==> config.mk <==
export PLATFORM = sky130hd
export DESIGN_NAME = frame_write_arbiter
export DESIGN_NICKNAME = d
export VERILOG_FILES = /design/src/rtl/frame_write_arbiter_pkg.sv /design/src/rtl/frame_write_arbiter_bank_tracker.sv /design/src/rtl/frame_write_arbiter.sv
export SDC_FILE = /design/constraint.sdc
export NUM_CORES = 1
export LEC_CHECK = 0
export CAP_MARGIN = 20
export CORE_MARGIN = 4
export CORE_UTILIZATION = 40
export CTS_BUF_LIST = sky130_fd_sc_hd__clkbuf_8
export DETAILED_ROUTE_END_ITERATION = 6
export GPL_ROUTABILITY_DRIVEN = 0
export PLACE_DENSITY = 0.78
export REMOVE_ABC_BUFFERS = 1
export SYNTH_ARGS = -nofsm -noshare
export SYNTH_HDL_FRONTEND = slang
export SYNTH_SLANG_ARGS = --single-unit
==> constraint.sdc <==
create_clock -name aclk -period 2.8 [get_ports aclk]
set_clock_uncertainty 0.15 [all_clocks]
set_input_delay 0.42 -clock aclk [delete_from_list [all_inputs] [get_ports aclk]]
set_output_delay 0.42 -clock aclk [all_outputs]
set_load 0.005 [all_outputs]
==> src/rtl/frame_write_arbiter_pkg.sv <==
`default_nettype none
// ============================================================================
// Module  : frame_write_arbiter_pkg
// Brief   : Shared types and constants for the frame write arbiter.
// Revision: 1.0
// ============================================================================
package frame_write_arbiter_pkg;

    localparam int c_SRC_W    = 1;
    localparam int c_BANK_W   = 1;
    localparam int c_HOLD_DEF = 4;
    localparam int c_CNT_W    = 4;

    typedef enum logic [0:0] {
        ST_IDLE  = 1'b0,
        ST_WRITE = 1'b1
    } arb_state_t;

endpackage
`default_nettype wire

==> src/rtl/frame_write_arbiter_bank_tracker.sv <==
`default_nettype none
// ============================================================================
// Module  : frame_write_arbiter_bank_tracker
// Brief   : Per-source ping-pong bank state: pending done, ready flags, ovf.
// Revision: 1.0
// ============================================================================
module frame_write_arbiter_bank_tracker (
    input  logic clk,
    input  logic rst,
    input  logic i_done,
    input  logic i_service_en,
    input  logic i_ack,
    input  logic i_ack_bank,
    input  logic i_ovf_clr,
    output logic o_service,
    output logic o_bank,
    output logic o_irq,
    output logic o_irq_bank,
    output logic o_ovf
);

    logic       r_pend;
    logic       r_bank;
    logic       r_ovf;
    logic [1:0] r_rdy;
    logic [1:0] w_rdy_nxt;
    logic       w_service;
    logic       w_other_rdy;
    logic       w_both_rdy;

    // A live pulse is serviced immediately so a grant in the same cycle
    // can never slip ahead of the end-of-frame marker.
    assign w_service   = i_service_en & (r_pend | i_done);
    assign w_other_rdy = r_rdy[~r_bank];
    assign w_both_rdy  = r_rdy[r_bank] & w_other_rdy;

    always_comb begin
        w_rdy_nxt = r_rdy;
        if (i_ack) begin
            w_rdy_nxt[i_ack_bank] = 1'b0;
        end
        if (w_service) begin
            w_rdy_nxt[r_bank] = 1'b1;
        end
    end

    always_ff @(posedge clk) begin
        if (rst) begin
            r_pend <= 1'b0;
            r_bank <= 1'b0;
            r_ovf  <= 1'b0;
            r_rdy  <= 2'b00;
        end else begin
            r_pend <= w_service ? 1'b0 : (r_pend | i_done);
            r_rdy  <= w_rdy_nxt;
            if (w_service && !w_other_rdy) begin
                r_bank <= ~r_bank;
            end
            if (w_service && w_both_rdy) begin
                r_ovf <= 1'b1;
            end else if (i_ovf_clr) begin
                r_ovf <= 1'b0;
            end
        end
    end

    assign o_service  = w_service;
    assign o_bank     = r_bank;
    assign o_irq      = |r_rdy;
    assign o_irq_bank = w_other_rdy ? ~r_bank : r_bank;
    assign o_ovf      = r_ovf;

endmodule
`default_nettype wire

==> src/rtl/frame_write_arbiter.sv <==
`default_nettype none
// ============================================================================
// Module  : frame_write_arbiter
// Brief   : Round-robin sharing of one BRAM write port between two producers.
// Revision: 1.0
// ============================================================================
module frame_write_arbiter
    import frame_write_arbiter_pkg::*;
#(
    parameter int ADDR_W   = 15,
    parameter int DATA_W   = 32,
    parameter int HOLD_CYC = c_HOLD_DEF
) (
    input  logic                aclk,
    input  logic                rst,
    input  logic                s0_wr_req,
    output logic                s0_wr_gnt,
    input  logic [DATA_W-1:0]   s0_wr_data,
    input  logic [ADDR_W-1:0]   s0_wr_addr,
    input  logic                s0_frame_done,
    input  logic                s1_wr_req,
    output logic                s1_wr_gnt,
    input  logic [DATA_W-1:0]   s1_wr_data,
    input  logic [ADDR_W-1:0]   s1_wr_addr,
    input  logic                s1_frame_done,
    output logic [1:0]          irq,
    output logic [1:0]          irq_bank,
    input  logic [1:0]          irq_ack,
    input  logic [1:0]          ack_bank,
    output logic [1:0]          ovf,
    input  logic                ovf_clr,
    output logic                bram_en,
    output logic [3:0]          bram_we,
    output logic [ADDR_W+1:0]   bram_addr,
    output logic [DATA_W-1:0]   bram_wdata
);

    localparam logic [c_CNT_W-1:0] c_CNT_LAST = c_CNT_W'(HOLD_CYC - 1);

    arb_state_t              r_state;
    arb_state_t              w_state_nxt;
    logic [c_CNT_W-1:0]      r_cnt;
    logic [c_SRC_W-1:0]      r_last_gnt;
    logic                    r_bram_en;
    logic [ADDR_W+1:0]       r_bram_addr;
    logic [DATA_W-1:0]       r_bram_wdata;
    logic [1:0]              w_gnt;
    logic [c_SRC_W-1:0]      w_src;
    logic [1:0]              w_service;
    logic [1:0]              w_bank;
    logic [1:0]              w_done;
    logic                    w_idle;

    assign w_idle = (r_state == ST_IDLE);
    assign w_done = {s1_frame_done, s0_frame_done};

    genvar gi;
    generate
        for (gi = 0; gi < 2; gi++) begin : g_tracker
            frame_write_arbiter_bank_tracker u_trk (
                .clk          (aclk),
                .rst          (rst),
                .i_done       (w_done[gi]),
                .i_service_en (w_idle),
                .i_ack        (irq_ack[gi]),
                .i_ack_bank   (ack_bank[gi]),
                .i_ovf_clr    (ovf_clr),
                .o_service    (w_service[gi]),
                .o_bank       (w_bank[gi]),
                .o_irq        (irq[gi]),
                .o_irq_bank   (irq_bank[gi]),
                .o_ovf        (ovf[gi])
            );
        end
    endgenerate

    always_comb begin
        w_state_nxt = r_state;
        w_gnt       = 2'b00;
        w_src       = 1'b0;
        case (r_state)
            ST_IDLE: begin
                // Frame-done servicing takes the cycle so the bank flip lands
                // before the next frame's first word is granted.
                if (!rst && (w_service == 2'b00) && (s0_wr_req || s1_wr_req)) begin
                    w_src       = (s0_wr_req && s1_wr_req) ? ~r_last_gnt : s1_wr_req;
                    w_gnt       = w_src ? 2'b10 : 2'b01;
                    w_state_nxt = ST_WRITE;
                end
            end
            ST_WRITE: begin
                if (r_cnt == c_CNT_LAST) begin
                    w_state_nxt = ST_IDLE;
                end
            end
            default: w_state_nxt = ST_IDLE;
        endcase
    end

    always_ff @(posedge aclk) begin
        if (rst) begin
            r_state      <= ST_IDLE;
            r_cnt        <= '0;
            r_last_gnt   <= 1'b1;
            r_bram_en    <= 1'b0;
            r_bram_addr  <= '0;
            r_bram_wdata <= '0;
        end else begin
            r_state <= w_state_nxt;
            if (w_gnt != 2'b00) begin
                r_bram_en    <= 1'b1;
                r_cnt        <= '0;
                r_last_gnt   <= w_src;
                r_bram_addr  <= {w_src, w_bank[w_src], (w_src ? s1_wr_addr : s0_wr_addr)};
                r_bram_wdata <= w_src ? s1_wr_data : s0_wr_data;
            end else if (r_state == ST_WRITE) begin
                if (r_cnt == c_CNT_LAST) begin
                    r_bram_en <= 1'b0;
                end else begin
                    r_cnt <= r_cnt + 1'b1;
                end
            end
        end
    end

    assign s0_wr_gnt  = w_gnt[0];
    assign s1_wr_gnt  = w_gnt[1];
    assign bram_en    = r_bram_en;
    assign bram_we    = {4{r_bram_en}};
    assign bram_addr  = r_bram_addr;
    assign bram_wdata = r_bram_wdata;

endmodule
`default_nettype wire

==> impl_metrics.tcl <==
set metrics [dict create \
    synth_top_flop_cell "dfxtp_1" \
    ctsRootBufferMaster "clkbuf_8" \
    synthTopCellsByArea "dfxtp_1 (42%), a311oi_1 (13%), nand2_1 (12%)" \
    drt_wl_total_mm 10.6 \
    grt_use_total_pct 22.1 \
    layout_common_cells "clkdlybuf4s50_1 (165), nand2_1 (102), dfxtp_1 (66)" \
    r2r-start "r_state" \
    path_class "primary input to primary output" \
    insertion_delay_ps 330 \
    clock_sinks 66 \
    grt_first_pass_wirelength_mm 16.0 \
    startpoint "s1_frame_done" \
    num_vias 3433 \
    first_pass_iters 4 \
    first_iter_violations 262 \
    worstPathMaxFanout 4 \
    period_minus_slack_ps 2610 \
    drcViolationCount 0 \
    ys_seq_area_share_pct 42.3 \
    clkTransAtPathRegs_ps 70 \
    vias_per_cell 5.56 \
    relSlewSlack_pct 57.5 \
    cts_setup_buffers 0 \
    initial_core_util_pct 42.1 \
    ys.warnings.count 0 \
    area_growth_pct 57.9 \
    grt_max_degree 60 \
    place_ws_ps 130 \
    io_pins 167 \
    first_global_vias 3318 \
    peakVddDrop_uv 258 \
    drtAntennaViolNets 0 \
    synth_area_per_cell_um2 8.26 \
    max_slew.worst_pin.slew_ps 638 \
    dp_hpwl_mm 7.14 \
    clk_path_buf_depth 2 \
    numCtsBuffers 9 \
    final-setup-viol-count 0 \
    startpoint_type "primary input" \
    rows 31 \
    p_leak_nw 1.76 \
    cts_max_level 3 \
    final_common_cell "clkdlybuf4s50_1" \
    async_flop_share_pct 0 \
    die_h_um 96.3 \
    antenna_found_initial 0 \
    reg2reg_depth 5 \
    fin_nets 621 \
    yosysUniqueCellTypes 38 \
    worstHoldStart "bram_wdata[31]" \
    r2r_slack_ps 560 \
    holdPathStages 2 \
    critPathRequiredTime_ps 2230 \
    cap_violations 0 \
    cts_tree "built" \
    drive_gt1_share_pct 7.13 \
    drv_slew 0 \
    fin_ws_ps 188 \
    synthCells 378 \
    fp.dieW_um 96.3 \
    synth_area_um2 3120 \
    fmax_ghz 0.383 \
    io_buffers 166 \
    dieArea_um2 9280 \
    fin_hold_ws_ps 319 \
    status "complete, no violations" \
    worst_setup_path_end_kind "primary output" \
    hold_end "bram_wdata[31]" \
    netlist.area_leader.share_pct 42.3 \
    powerDensity_nw_per_um2 457 \
    rsz0062_at_grt "false" \
    synth_seq_cells 66 \
    yosys.area.top_type "dfxtp_1" \
    holdBufCountCts 0 \
    wl_per_cell_um 17.2 \
    synth_edf_count 0 \
    grt.overflow.total 0 \
    report.final.hold_viol_count 0 \
    post_cts_resize_count 0 \
    reg2reg_to "bram_wdata[8]" \
    core_area_um2 7410 \
    n_antenna_cell 0 \
    crit_arrival_ps 2040 \
    fin_crit_sh_pct 93.3 \
    hp-class "register to register" \
]
## stage by stage
| step | instances | total power [W] | TNS (ps) | instance area (um2) | utilization (%) |
|---|---|---|---|---|---|
| after floorplan | 328 | 0.00123 | -16700 | 2860 | - |
| after global placement | 603 | 0.00156 | 0 | 4760 | 64.2 |
| after detailed placement | 603 | 0.00157 | 0 | 4760 | 64.2 |
| after CTS | 618 | 0.00228 | 0 | 4930 | 66.5 |
| after global routing | 618 | 0.00236 | 0 | 4930 | 66.5 |
| final | 618 | 0.00225 | 0 | 4930 | 66.5 |
## state kept, by name (all words and copies together), names as in the netlist
name / count
bram_addr: 17
g_tracker.u_trk.r_rdy: 4
r_state: 1
bram_wdata: 32
g_tracker.u_trk.o_ovf: 2
r_last_gnt: 1
bram_en: 1
r_cnt: 4
g_tracker.u_trk.r_pend: 2
g_tracker.u_trk.o_bank: 2
## power by group
group	total, W	switching, W	internal [W]
clock	0.000706	0.000349	0.000357
sequential	0.00103	0.0000401	0.000988
combinational	0.000519	0.000217	0.000302
## per-layer routing
metal  track usage (%)  wire [um]  up-vias  part of all wire (%)
met4              9.93        289        0                   2.7
met3              5.79        931       19                   8.8
met1              27.0       4370     1600                    41
met5                 0          0        -                     0
li1                  -          -     1656                     -
met2              36.3       5020      158                    47
## cells by family (layout without fill, tap and decap cells)
family	count (synthesis)	count (layout)	synth area share, %
simple gates	130	130	17.6
compound gates	118	118	28.3
flops	66	66	42.3
buf+inv	56	197	9.06
mux	6	6	1.92
fa+ha+maj	1	1	0.401
xor+xnor	1	1	0.281
## layout make-up
| class | instances | area (um2) |
|---|---|---|
| fill | 619 | 2480 |
| timing repair buffer | 176 | 1760 |
| multi-input combinational | 256 | 1530 |
| sequential | 66 | 1320 |
| clock buffer | 11 | 151 |
| tap | 99 | 124 |
| inverter | 6 | 22.5 |
| clock inverter | 4 | 18.8 |
## critical path, cell delays in order
cell and delay [ps]:
clkdlybuf4s50_1 500, nor4_4 320, nand3_1 180, nor2_1 120
clkdlybuf4s50_1 510
## synthesized netlist by cell type, types with 4 or more instances
| master | count |
|---|---|
| a21oi_1 | 6 |
| a311oi_1 | 46 |
| a31oi_1 | 47 |
| buf_2 | 10 |
| buf_4 | 12 |
| clkbuf_1 | 25 |
| dfxtp_1 | 66 |
| inv_1 | 6 |
| mux2i_1 | 6 |
| nand2_1 | 102 |
| nor2_1 | 13 |
| o21ai_0 | 4 |
## worst max-delay path by stage
| stage | endpoint | slack, ps | depth (start not counted) |
|---|---|---|---|
| detailed placement | bram_wdata[8] | 130 | 6 |
| floorplan | s0_wr_gnt | -520 | 3 |
| CTS | s1_wr_gnt | 170 | 5 |
| global route | s1_wr_gnt | 80 | 5 |
| finish | s1_wr_gnt | 190 | 5 |
| global placement | bram_wdata[17] | 170 | 6 |
Power figures use the tool's default switching activity.
